**config.mk**
```make
export PLATFORM = sky130hd
export DESIGN_NAME = down_timer
export DESIGN_NICKNAME = d
export VERILOG_FILES = /design/src/rtl/down_timer.sv
export SDC_FILE = /design/constraint.sdc
export NUM_CORES = 1
export LEC_CHECK = 0
export BUFFER_PORTS_ARGS = -buffer_cell sky130_fd_sc_hd__buf_2
export CORE_MARGIN = 8
export CORE_UTILIZATION = 62
export DETAILED_ROUTE_END_ITERATION = 12
export PLACE_DENSITY = 0.95
export SYNTH_ARGS = -nofsm -noshare
export SYNTH_HDL_FRONTEND = slang
export SYNTH_SLANG_ARGS = --single-unit
```
**constraint.sdc**
```tcl
create_clock -name i_clock -period 6.4 [get_ports i_clock]
set_clock_uncertainty 0.1 [all_clocks]
set_input_delay 0.32 -clock i_clock [delete_from_list [all_inputs] [get_ports i_clock]]
set_output_delay 0.32 -clock i_clock [all_outputs]
set_load 0.02 [all_outputs]
```
**src/rtl/down_timer.sv**
```systemverilog
// down_timer: loadable down-counting timer with prescaler, one-shot or
// periodic reload, and a one-cycle terminal-count pulse.
// Optional sticky interrupt flag enabled by defining DOWN_TIMER_IRQ_EN;
// without it o_irq is tied low and i_irq_clear is ignored.
module down_timer #(
  parameter int WIDTH          = 32,
  parameter int PRESCALE_WIDTH = 8
) (
  input  logic                      i_clock,
  input  logic                      i_reset,
  input  logic                      i_ce,
  input  logic                      i_load,
  input  logic [WIDTH-1:0]          i_load_value,
  input  logic [PRESCALE_WIDTH-1:0] i_prescale,
  input  logic                      i_periodic,
  input  logic                      i_start,
  input  logic                      i_stop,
  input  logic                      i_irq_clear,
  output logic [WIDTH-1:0]          o_count,
  output logic                      o_running,
  output logic                      o_done,
  output logic                      o_tc,
  output logic                      o_irq
);

  typedef enum logic [1:0] {
    ST_IDLE = 2'd0,
    ST_RUN  = 2'd1,
    ST_DONE = 2'd2
  } state_t;

  state_t                    state_q, state_d;
  logic [WIDTH-1:0]          count_q, count_d;
  logic [WIDTH-1:0]          reload_q, reload_d;
  logic [PRESCALE_WIDTH-1:0] pcnt_q, pcnt_d;
  logic                      tc_q, tc_d;
  logic                      running_q, running_d;
  logic                      done_q, done_d;

  logic                      tick;
  logic                      expire;
  logic [WIDTH-1:0]          next_reload;
  logic [WIDTH-1:0]          start_value;

  // Next-state logic: load/start/stop handling, prescaler and countdown.
  always_comb begin
    state_d     = state_q;
    count_d     = count_q;
    reload_d    = reload_q;
    pcnt_d      = pcnt_q;
    tick        = 1'b0;
    expire      = 1'b0;
    // A load coinciding with expiry or start takes effect immediately.
    next_reload = i_load ? i_load_value : reload_q;
    start_value = i_load ? i_load_value : count_q;

    case (state_q)
      ST_IDLE, ST_DONE: begin
        if (i_load) begin
          reload_d = i_load_value;
          count_d  = i_load_value;
          state_d  = ST_IDLE;
        end
        // Stop outranks start; a zero interval never starts.
        if (i_start && !i_stop && (start_value != '0)) begin
          state_d = ST_RUN;
          pcnt_d  = '0;
        end
      end
      ST_RUN: begin
        if (i_load) begin
          reload_d = i_load_value;
        end
        if (i_stop) begin
          state_d = ST_IDLE;
        end else if (i_ce) begin
          // Equality compare lets pcnt wrap if the prescale drops below it.
          if (pcnt_q == i_prescale) begin
            tick   = 1'b1;
            pcnt_d = '0;
          end else begin
            pcnt_d = pcnt_q + PRESCALE_WIDTH'(1);
          end
          if (tick) begin
            // Expiry is caught at 1 so the count never underflows.
            if (count_q > WIDTH'(1)) begin
              count_d = count_q - WIDTH'(1);
            end else begin
              expire = 1'b1;
              if (i_periodic && (next_reload != '0)) begin
                count_d = next_reload;
              end else begin
                count_d = '0;
                state_d = ST_DONE;
              end
            end
          end
        end
      end
      default: begin
        state_d = ST_IDLE;
      end
    endcase

    tc_d      = expire;
    running_d = (state_d == ST_RUN);
    done_d    = (state_d == ST_DONE);
  end

  // State, datapath and registered status outputs.
  always_ff @(posedge i_clock or posedge i_reset) begin
    if (i_reset) begin
      state_q   <= ST_IDLE;
      count_q   <= '0;
      reload_q  <= '0;
      pcnt_q    <= '0;
      tc_q      <= 1'b0;
      running_q <= 1'b0;
      done_q    <= 1'b0;
    end else begin
      state_q   <= state_d;
      count_q   <= count_d;
      reload_q  <= reload_d;
      pcnt_q    <= pcnt_d;
      tc_q      <= tc_d;
      running_q <= running_d;
      done_q    <= done_d;
    end
  end

`ifdef DOWN_TIMER_IRQ_EN
  logic irq_q;

  // Sticky interrupt: set alongside o_tc, set beats a simultaneous clear.
  always_ff @(posedge i_clock or posedge i_reset) begin
    if (i_reset) begin
      irq_q <= 1'b0;
    end else if (expire) begin
      irq_q <= 1'b1;
    end else if (i_irq_clear) begin
      irq_q <= 1'b0;
    end
  end

  assign o_irq = irq_q;
`else
  logic unused_irq_clear;

  assign unused_irq_clear = i_irq_clear;
  assign o_irq            = 1'b0;
`endif

  assign o_count   = count_q;
  assign o_running = running_q;
  assign o_done    = done_q;
  assign o_tc      = tc_q;

endmodule

```
After elaboration in Yosys (flattened, before gate mapping)
Index checks and enable logic that the tools add are counted.
W data, S select, Z words.
{"block": "totals", "reg_bits": 77, "inputBits": 48, "wordCells": 61}
{"block": "classes", "n_addsub": 2, "magnitude_cmp": 1, "eq_ne": 9, "mux": 30, "n_reduce_logical": 12}
{"op": "$mux W32", "count": 7}
{"op": "$pmux W32 S2", "count": 1}
{"op": "$reduce_bool A32 Y1", "count": 2}
{"op": "$gt A32 B1 Y1 const B", "count": 1}
{"op": "$mux W8", "count": 4}
{"op": "$sub A32 B1 Y32 const B", "count": 1}
{"op": "$pmux W8 S2", "count": 1}
{"op": "$mux W2", "count": 7}
{"op": "$mux W1", "count": 9}
{"op": "$add A8 B1 Y8 const B", "count": 1}
{"op": "$eq A8 B8 Y1", "count": 1}
{"op": "$ne A2 B2 Y1 const B", "count": 4}
{"op": "$reduce_and A4 Y1", "count": 2}
{"op": "$eq A2 B1 Y1 const B", "count": 2}
{"op": "$eq A2 B2 Y1 const B", "count": 2}
{"op": "$pmux W2 S2", "count": 1}
{"op": "$logic_and A1 B1 Y1", "count": 3}
{"op": "$reduce_or A3 Y1", "count": 1}
{"op": "$logic_not A2 Y1", "count": 1}
{"op": "$reduce_bool A2 Y1", "count": 1}
{"op": "$reduce_or A2 Y1", "count": 1}
{"op": "$logic_not A1 Y1", "count": 1}

Logic depth before layout (Yosys ltp)
Gate-level depths: netlist of run 1.
{"block": "depth", "ltp_word": 10, "ltp_mapped": 10}

Least setup slack after synthesis of run 1
No wires, ideal clock.
{"block": "synth_timing", "kind": "register to register", "from": "register count_q[2], in the netlist o_count[2]", "to": "register count_q[31], in the netlist o_count[31]", "setup_time_ns": 0.065, "t_arrival_ns": 2.713, "t_required_ns": 6.235, "slack_ns": 3.522, "path_stages_with_launch": 10, "path_buffers": 3, "period_less_slack_ns": 2.878, "path_cell_list": "dfrtp_1 buf_6 or4_1 buf_2 or4_4 nor4_4 o311ai_2 buf_6 o211ai_2 o221a_2"}
{"block": "synth_via", "elab_chain_len": 6, "word_cells_on_any_way": 7, "cone_classes": "1 x add/sub; 1 x order compare; 5 x mux"}
{"element": "start, declared", "line": "33", "rtl": "logic [WIDTH-1:0] count_q, count_d;"}
{"element": "start signal, assigned", "line": "122", "rtl": "count_q <= count_d;"}
{"element": "$sub A32 B1 Y32 / $gt A32 B1 Y1 (equally long branches)", "line": "87, 86"}
{"element": "$mux W32 *", "line": "86", "rtl": "if (count_q > WIDTH'(1)) begin"}
{"element": "$mux W32 *", "line": "84", "rtl": "if (tick) begin"}
{"element": "$mux W32 *", "line": "76", "rtl": "end else if (i_ce) begin"}
{"element": "$mux W32 *", "line": "74", "rtl": "if (i_stop) begin"}
{"element": "$pmux W32 S2 *", "line": "57", "rtl": "case (state_q)"}
Every way passes the cells marked *; elsewhere a longest branch is shown, timed or not. The select of a mux whose other input is x is not followed.
A chain may end at the register's enable or synchronous reset.

Worst setup path after layout of run 1
{"block": "layout_timing", "from": "register count_q[2], in the netlist o_count[2]", "to": "register count_q[24], in the netlist o_count[24]"}
Same word-level chain as after synthesis.

==> impl_metrics.json, run 1 <==
{
  "clockRootBuffer": "clkbuf_8",
  "vdd_drop_max_v": 0.000228,
  "max_cap_violations": 0,
  "synth_area_per_cell_um2": 9.70,
  "port_buffers": 81,
  "wl_per_cell_um": 25.9,
  "nets": 641,
  "die_w_um": 107,
  "fp-row-count": 33,
  "hold_class": "input pin to flop",
  "clock_path_buffers": 2,
  "rr_endpoint": "o_count[24]",
  "fin_ws_ns": 2.60,
  "clock.fmax_ghz": 0.263,
  "design.die.area_mm2": 0.0115,
  "synth_mux_area_share_pct": 14.0,
  "yosysWarnings": 0,
  "firstDrtPassIters": 6,
  "grt_max_degree": 78,
  "coreArea_mm2": 0.00813,
  "p_leak_uw": 0.00232,
  "finalCritPeriodShare_pct": 59.3,
  "worst_slew_pin_slew_ns": 1.25,
  "drc": 0,
  "htreeDepth": 3,
  "io_pins": 84,
  "grt_usage_pct": 31.4,
  "ys_seq_area_share_pct": 37.4,
  "status": "complete, no violations",
  "cts_sinks": 77,
  "area_growth_pct": 13.2,
  "critPathKind": "flop to flop",
  "cp.arrival_ns": 4.00,
  "cts_buffers": 9,
  "floorplan.initialDensity_pct": 63.3,
  "ys_types": 58,
  "clk_latency_ns": 0.36,
  "setup_violations": 0,
  "clkTransAtPathRegs_ns": 0.09,
  "post-cts-setup-buffers": 0,
  "synth_top_family_by_area": "simple AND/OR/NAND/NOR gates",
  "synth_xor_area_share_pct": 5.27,
  "die_y_um": 107,
  "drive_above_1_share_pct": 31.4,
  "hold_viol": 0,
  "netlist_area_mm2": 0.00515,
  "fin_cells": 700,
  "synthFlopType": "dfrtp_1",
  "layout_commonest_cell": "buf_2",
  "path_max_fanout": 10,
  "worstPathRequired_ns": 6.60,
  "pre_cts_ws_ns": 2.71,
  "cts-resized-gates": 0,
  "dr_total_vias": 5271,
  "cp-start-kind": "flop",
  "cts_tree": "yes",
  "async_reset_ff_share_pct": 100,
  "rrSetupSlack_ns": 2.60,
  "via_per_inst": 7.53,
  "synth_simple_gate_area_share_pct": 20.9,
  "p_per_area_mw_per_mm2": 254,
  "syn_nets": 582,
  "fin_crit_ns": 3.80,
  "grt_antenna_before_repair": 0,
  "diodes": 0,
  "routabilityCongestion": 0.989,
  "hpwl_mm": 12.5,
  "drtIter0Drc": 769,
  "finalSetupTns_ns": 0,
  "overflow": 0,
  "ff2ff_path_depth": 7,
  "maxSlewViolCount": 0,
  "synth_compound_area_share_pct": 17.7,
  "final_cell_mix": "buf_2 (81), dfrtp_1 (77), mux2_2 (50)",
  "dp.cells": 684,
  "drt-total-wl_mm": 18.1,
  "rsz0062_at_grt": "false",
  "synth_edf_count": 0,
  "cp-end-kind": "flop",
  "synth_seq_cells": 77,
  "grt_first_pass_wirelength_mm": 28.3,
  "grt_pass1_vias": 5244,
  "startpoint": "o_count[2]",
  "endpoint": "o_count[24]",
  "ant_nets": 0,
  "synthAdderAreaFrac_pct": 0.729,
  "syn_inst": 531,
  "r2r-start": "o_count[2]",
  "slew_headroom_pct": 16.5,
  "hold_buffers": 0
}
==> cells in the mapped netlist, drive strengths merged, types with 2 or more instances <==
cell / number / share of area [%]
mux2: 50 / 11
xor2: 23 / 3.9
xnor2: 8 / 1.4
nor3b: 3 / 0.44
nor3: 21 / 2.0
nand3b: 2 / 0.29
mux2i: 16 / 3.1
clkbuf: 29 / 2.1
or2: 2 / 0.24
buf: 9 / 1.1
o2111ai: 3 / 0.51
a21oi: 20 / 1.9
a221oi: 4 / 0.68
nor2: 28 / 2.0
nand4: 3 / 0.36
or4b: 2 / 0.39
and3: 6 / 0.73
or4: 15 / 2.3
nand2b: 5 / 0.61
o21ai: 7 / 0.68
o22ai: 22 / 2.7
nand3: 19 / 1.8
o221ai: 10 / 2.8
dfrtp: 77 / 37
nand2: 27 / 2.0
a21o: 5 / 0.73
o31ai: 5 / 0.73
nor2b: 4 / 0.49
inv: 8 / 0.58
nor4: 27 / 3.7
and4: 2 / 0.34
and2: 3 / 0.36
nor4b: 3 / 0.51
o211ai: 2 / 0.39
ha: 3 / 0.73
a31oi: 17 / 2.1
or3: 16 / 1.9
o221a: 13 / 2.8
==> through the flow <==
step | hold WS [ns] | area, µm² | power (µW) | util (%)
4_1_cts | 0.100 | 5830 | 1460 | 71.7
3_5_place_dp | 0.399 | 5580 | 999 | 68.6
2_1_floorplan | 0.317 | 5150 | 857 | -
3_3_place_gp | 0.389 | 5580 | 983 | 68.6
6_report | 0.105 | 5830 | 1480 | 71.7
5_1_grt | 0.108 | 5830 | 1520 | 71.7
==> power breakdown <==
part           switching (µW)  internal (µW)  total, µW
Clock                     198            272        470
Sequential                109            544        654
Combinational             214            142        355
==> cell families (layout without fill, tap and decap cells) <==
kind of cell    count (synthesis)  after routing
simple gates                  190            190
compound gates                117            117
flops                          77             77
mux                            66             66
buf+inv                        46            110
xor+xnor                       31             31
fa+ha+maj                       3              3
other cells                     1              1
==> metal layers <==
metal,routed length [µm],share of wire [%],vias up,track usage (%)
met1,6490,36,2494,39.2
met2,8040,44,489,47.1
met4,940,5.2,0,18.5
met3,2630,15,114,9.54
li1,-,-,2174,-
met5,0,0,-,0
==> critical path, stage by stage (launching register included) <==
cell,delay (ns)
dfrtp_1,0.51
or4_1,0.74
or4_4,0.57
nor4_4,0.63
o311ai_2,0.44
buf_4,0.31
o221ai_1,0.21
o221a_2,0.22
==> worst min path at each step <==
| stage | startpoint | to | slack, ns | cells past startpoint |
|---|---|---|---|---|
| 6_report | i_load_value[25] | reload_q[25] | 0.11 | 2 |
| 5_1_grt | i_load_value[25] | reload_q[25] | 0.11 | 2 |
| 4_1_cts | i_load_value[25] | reload_q[25] | 0.10 | 2 |
| 3_5_place_dp | pcnt_q[7] | pcnt_q[7] | 0.40 | 1 |
| 3_3_place_gp | pcnt_q[7] | pcnt_q[7] | 0.39 | 1 |
| 2_1_floorplan | i_stop | o_running | 0.32 | 1 |
==> registers in the layout (all words and copies together), names as in the netlist <==
name,cells
o_count,32
o_done,1
o_running,1
o_tc,1
pcnt_q,8
reload_q,32
state_q,2
==> area by class of cell <==
cell class | count | area, µm²
Clock inverter | 5 | 106
Tap cell | 105 | 131
Clock buffer | 11 | 141
Timing Repair Buffer | 86 | 443
Multi-Input combinational cell | 408 | 3050
Fill cell | 591 | 2300
Sequential cell | 77 | 1930
Inverter | 8 | 30.0
(Power assumes the default switching activity.)
==> run 2: changes to the inputs <==
--- a/config.mk
+++ b/config.mk
@@ -5,11 +5,12 @@
 export SDC_FILE = /design/constraint.sdc
 export NUM_CORES = 1
 export LEC_CHECK = 0
+export ABC_AREA = 1
 export BUFFER_PORTS_ARGS = -buffer_cell sky130_fd_sc_hd__buf_2
 export CORE_MARGIN = 8
-export CORE_UTILIZATION = 62
+export CORE_UTILIZATION = 53
 export DETAILED_ROUTE_END_ITERATION = 12
-export PLACE_DENSITY = 0.95
+export PLACE_DENSITY = 0.9
 export SYNTH_ARGS = -nofsm -noshare
 export SYNTH_HDL_FRONTEND = slang
 export SYNTH_SLANG_ARGS = --single-unit
==> constraint.sdc (replaced) <==
create_clock -name i_clock -period 3.4 [get_ports i_clock]
set_clock_uncertainty 0.1 [all_clocks]
set_input_delay 0.17 -clock i_clock [delete_from_list [all_inputs] [get_ports i_clock]]
set_output_delay 0.17 -clock i_clock [all_outputs]
set_load 0.02 [all_outputs]
==> run 2 against run 1 <==
  * Count of clock-buffer cells in the layout rose by 1
  * Global-route usage is 7.5 points lower
  * Die area is 29% higher
  * Clock power grew 52%
  * Via count is 22% higher
  * Combinational power rose to 3.4 times the previous value
  * Wire length decreased by 3.1%
  * First-iteration DRC count decreased by 20%
  * Hold slack lost 0.081 ns
  * Non-clock buffer count rose by 7
  * Critical path type unchanged
  * Core utilization is 11 points lower
  * Sequential power up 100%
==> impl_metrics.json, run 2 <==
{
  "status": "complete, no violations",
  "hpwl_mm": 12.7,
  "grt_max_degree": 63,
  "clkTransAtPathRegs_ns": 0.08,
  "pre_cts_ws_ns": 0.803,
  "synth_area_per_cell_um2": 6.12,
  "cp_common_cell": "nand2_1",
  "diodes": 0,
  "drive_above_1_share_pct": 16.3,
  "final_cell_mix": "nand2_1 (321), nor2_1 (175), buf_2 (81)",
  "fin_crit_ns": 2.66,
  "grt_antenna_before_repair": 0,
  "p_leak_uw": 0.00332,
  "area_growth_pct": 10.4,
  "cp_cell_sequence": "inv_1, ha_1, nand2_2, nor2_4, nand3_1, nand2_1, nand2_1, buf_4, nor2_1, nand3_1, nand2_1, nand2_1, nand2_1",
  "cp-start-kind": "flop",
  "synth_top_area_cell": "dfrtp_1",
  "finalSetupTns_ns": 0,
  "grt_first_pass_wirelength_mm": 28.6,
  "clockRootBuffer": "clkbuf_8",
  "grt_pass1_vias": 5989,
  "synth_most_common_cell": "nand2_1",
  "cp-end-kind": "flop",
  "wl_per_cell_um": 14.9,
  "layout_commonest_cell": "nand2_1",
  "max_stage_delay_ns": 0.47,
  "drc": 0,
  "ff2ff_path_depth": 13,
  "syn_inst": 971,
  "design.die.area_mm2": 0.0149,
  "drtIter0Drc": 613,
  "yosys-top-cells-area": "dfrtp_1 (32%), nand2_1 (20%), nor2_1 (11%)",
  "die_y_um": 122,
  "path_max_fanout": 20,
  "htreeDepth": 3,
  "firstDrtPassIters": 5,
  "slew_headroom_pct": 28.1,
  "cts_sinks": 77,
  "clock.fmax_ghz": 0.376,
  "cts-resized-gates": 0,
  "grt_usage_pct": 23.9,
  "netlist_area_mm2": 0.00594,
  "maxSlewViolCount": 0,
  "clk_latency_ns": 0.37,
  "holdPathStages": 4,
  "floorplan.initialDensity_pct": 54.6,
  "io_pins": 84,
  "synth_common_cells": "nand2_1 (321), nor2_1 (175), a21oi_1 (79)",
  "post-cts-setup-buffers": 0,
  "port_buffers": 81,
  "synthFlopType": "dfrtp_1",
  "p_per_area_mw_per_mm2": 491,
  "yosysWarnings": 0,
  "critPathKind": "flop to flop",
  "fin_ws_ns": 0.744,
  "drt-total-wl_mm": 17.5,
  "dr_total_vias": 6417,
  "hold_class": "input pin to flop",
  "worstPathRequired_ns": 3.61,
  "synth_seq_cells": 77,
  "vdd_drop_max_v": 0.000367,
  "async_reset_ff_share_pct": 100,
  "cp_slowest_cell": "dfrtp_1",
  "via_per_inst": 5.46,
  "syn_nets": 1022,
  "worst_slew_pin_slew_ns": 1.08,
  "hold_buffers": 1,
  "nets": 1082,
  "hold_viol": 0,
  "routabilityCongestion": 0.957,
  "cts_tree": "yes",
  "die_w_um": 122,
  "ys_seq_area_share_pct": 32.4,
  "setup_violations": 0,
  "cts_buffers": 9,
  "cp.arrival_ns": 2.87,
  "ys_types": 30,
  "rsz0062_at_grt": "false",
  "netlist.area_leader.share_pct": 32.4,
  "finalCritPeriodShare_pct": 78.1,
  "clock_path_buffers": 2,
  "overflow": 0,
  "synth_edf_count": 0,
  "fp-row-count": 38,
  "ant_nets": 0,
  "coreArea_mm2": 0.0109,
  "max_cap_violations": 0
}
run 2: cell types whose count changed after synthesis, sizes merged, moves of 17 or more:
cell / previous run / this run
a21oi: 20 / 81
a31oi: 17 / 0
inv: 8 / 90
mux2: 50 / 0
nand2: 27 / 328
nand3: 19 / 68
nor2: 28 / 192
nor4: 27 / 3
o21ai: 7 / 33
o22ai: 22 / 0
run 2: metrics by stage:
stage / hold slack, ns / util, % / area [µm²] / instances / power [µW]
2_1_floorplan: 0.253 / - / 5940 / 971 / 2120
3_3_place_gp: 0.359 / 58.4 / 6350 / 1159 / 2460
3_5_place_dp: 0.359 / 58.4 / 6350 / 1159 / 2500
4_1_cts: 0.0138 / 60.2 / 6560 / 1176 / 3200
5_1_grt: 0.0767 / 60.2 / 6560 / 1176 / 3430
6_report: 0.0248 / 60.2 / 6560 / 1176 / 3220
run 2: worst paths after layout:
kind	start	to	slack, ns
max	o_count[0]	o_count[18]	0.74
max in group asynchronous	i_reset	o_count[6]	1.93
max reg2reg	o_count[0]	o_count[18]	0.74
min in group asynchronous	i_reset	reload_q[23]	0.47
min reg2reg	reload_q[26]	reload_q[26]	0.39
min	i_stop	o_running	0.02
run 2: layout make-up:
| cell class | count | area (µm²) |
|---|---|---|
| Tap cell | 140 | 175 |
| Inverter | 91 | 343 |
| Clock buffer | 12 | 145 |
| Timing Repair Buffer | 93 | 510 |
| Sequential cell | 77 | 1930 |
| Clock inverter | 4 | 47.5 |
| Multi-Input combinational cell | 759 | 3410 |
| Fill cell | 1057 | 4330 |
run 2: power by group:
group          switching [µW]  internal [µW]
sequential                249           1060
combinational             782            413
clock                     355            357
run 2: logic make-up (layout without fill, tap and decap cells):
kind of cell / after synthesis / in the layout / synth area share [%]
adders and majority gates: 3 / 3 / 0.632
and+or+nand+nor: 603 / 603 / 41.3
buffers and inverters: 135 / 200 / 10.2
AOI/OAI and AO/OA: 115 / 115 / 9.98
xor gates and xnor gates: 37 / 37 / 5.45
other: 1 / 1 / 0.0631
DFF: 77 / 77 / 32.4
run 2: critical path: cells and delay by family, from the launching register on:
| family | cells | cell delay, ns |
|---|---|---|
| simple gates | 10 | 1.30 |
| buf+inv | 2 | 0.51 |
| flops | 1 | 0.47 |
| fa+ha+maj | 1 | 0.20 |
run 2: metal layers:
metal	vias to the layer above	share of wire [%]	global-route usage, %
met2	324	46	38.4
li1	3124	-	-
met4	0	4.7	12.8
met3	63	8.2	5.23
met1	2906	41	29.5
met5	-	0	0
==> run 3: changes to the inputs <==
==> constraint.sdc (replaced) <==
create_clock -name i_clock -period 2.4 [get_ports i_clock]
set_clock_uncertainty 0.1 [all_clocks]
set_input_delay 0.12 -clock i_clock [delete_from_list [all_inputs] [get_ports i_clock]]
set_output_delay 0.12 -clock i_clock [all_outputs]
set_load 0.02 [all_outputs]
==> run 3 against run 2 <==
  * Combinational power up 55%
  * Maximum frequency grew 17%
  * Largest power group is now combinational logic
  * Sequential share of layout area decreased by 0.93 points
==> impl_metrics.json, run 3 (same netlist as run 2, synthesis figures left out) <==
{
  "die_y_um": 122,
  "multi_input_area_mm2": 0.00342,
  "drt-total-wl_mm": 17.1,
  "grt_usage_pct": 23.7,
  "holdPathStages": 5,
  "ff2ff_path_depth": 12,
  "die_w_um": 122,
  "cp_slowest_cell": "dfrtp_1",
  "grt_max_degree": 65,
  "pre_cts_ws_ns": 0.0106,
  "area_growth_pct": 14.0,
  "htreeDepth": 3,
  "routabilityCongestion": 0.964,
  "final_cell_mix": "nand2_1 (320), nor2_1 (174), buf_2 (81)",
  "cts_tree": "yes",
  "design.die.area_mm2": 0.0149,
  "slew_headroom_pct": 56.3,
  "via_per_inst": 5.39,
  "seqCellArea_mm2": 0.00193,
  "path_max_fanout": 40,
  "fin_ws_ns": 0.130,
  "clock.fmax_ghz": 0.440,
  "fill_cells": 1039,
  "path_delay_family": "simple AND/OR/NAND/NOR gates",
  "firstDrtPassIters": 5,
  "hold_class": "input pin to flop",
  "cts_sinks": 77,
  "drc": 0,
  "rsz0062_at_grt": "false",
  "rrSetupSlack_ns": 0.13,
  "diodes": 0,
  "cp_cell_sequence": "nor2_1, nand2_1, nor2_1, nand2_1, nor2_1, nand2_2, buf_12, nor2_1, nand3_1, nand3_1, nand2_1, nand2_1",
  "coreArea_mm2": 0.0109,
  "nets": 1098,
  "maxSlewViolCount": 0,
  "hp-start": "i_load_value[23]",
  "ant_nets": 0,
  "layout_commonest_cell": "nand2_1",
  "io_pins": 84,
  "max_stage_delay_ns": 0.46,
  "fin_crit_ns": 2.27,
  "hpwl_mm": 12.6,
  "vdd_drop_max_v": 0.000392,
  "cp-start-kind": "flop",
  "dr_total_vias": 6423,
  "p_per_area_mw_per_mm2": 708,
  "critPathKind": "flop to flop",
  "worstPathRequired_ns": 2.60,
  "clockRootBuffer": "clkbuf_8",
  "hold_viol": 0,
  "overflow": 0,
  "fp-row-count": 38,
  "clkTransAtPathRegs_ns": 0.09,
  "postLayoutCoreUtil_pct": 62.2,
  "cp-end-kind": "flop",
  "holdWs_ns": 0.0535,
  "max_cap_violations": 0,
  "drive_above_1_share_pct": 18.1,
  "status": "complete, no violations",
  "finalCritPeriodShare_pct": 94.6,
  "drtIter0Drc": 729,
  "port_buffers": 81,
  "clock_path_buffers": 2,
  "clk_latency_ns": 0.37,
  "finalSetupTns_ns": 0,
  "setup_violations": 0,
  "floorplan.initialDensity_pct": 54.6,
  "hold_end": "reload_q[23]",
  "cp.arrival_ns": 2.47,
  "grt_first_pass_wirelength_mm": 28.2,
  "wl_per_cell_um": 14.3,
  "r2r-start": "o_count[17]",
  "total_power_uw": 4800,
  "p_leak_uw": 0.00345,
  "rr_endpoint": "o_count[16]",
  "cts_buffers": 9,
  "cp_num_buf_inv": 1,
  "grt_pass1_vias": 5910,
  "grt_antenna_before_repair": 0,
  "worst_slew_pin_slew_ns": 0.656
}
==> run 3: cell types whose count changed in the layout (fill, tap and decap cells not counted), moves of 2 or more <==
cell	previous run	this run
clkbuf_1	2	0
buf_12	1	4
clkinv_4	0	2
buf_4	10	22
==> run 3: report_power, final <==
group / switching, µW / internal, µW / total (µW)
clock: 524 / 645 / 1170
sequential: 277 / 1500 / 1780
combinational: 1180 / 666 / 1850
==> run 3: per-layer routing <==
metal | routed length [µm] | GRT usage (%) | vias up
met5 | 0 | 0 | -
met4 | 722 | 12.3 | 0
met3 | 1350 | 4.72 | 53
met2 | 7860 | 37.4 | 281
met1 | 7170 | 30.1 | 2928
li1 | - | - | 3161
==> run 3: timing repair <==
action	CTS	global route
setup endpoints to repair	0	36
hold endpoints to repair	32	0
gates resized for setup	0	7
setup buffers	0	4
hold buffers	2	0
==> run 3: worst reg2reg max path: cells and delay by family (launching register included) <==
kind	cells	cell delay [ns]
flops	1	0.46
buf+inv	1	0.19
simple gates	11	1.47
==> run 3: worst max-delay path by stage <==
stage / cells after the start / start / slack, ns / endpoint
after floorplan: 1 / i_reset / 0.21 / o_count[0]
after global placement: 13 / i_load / 0.09 / o_count[9]
after detailed placement: 13 / i_load / 0.01 / o_count[9]
after CTS: 13 / o_count[0] / 0.009 / o_count[16]
after global routing: 13 / o_count[1] / 0.005 / o_count[8]
final: 12 / o_count[17] / 0.13 / o_count[16]
==> run 3: area by class of cell <==
cell class                      instances  share of cell area (%)
Clock buffer                           11                    2.23
Clock inverter                          5                    1.22
Timing Repair Buffer                  109                    9.90
Multi-Input combinational cell        759                    50.5
Tap cell                              140                    2.59
Inverter                               91                    5.10
Sequential cell                        77                    28.5
==> run 3: stage by stage <==
| step | instance area [µm²] | instances |
|---|---|---|
| 2_1_floorplan | 5940 | 971 |
| 3_3_place_gp | 6470 | 1170 |
| 3_5_place_dp | 6470 | 1170 |
| 4_1_cts | 6730 | 1188 |
| 5_1_grt | 6780 | 1192 |
| 6_report | 6780 | 1192 |
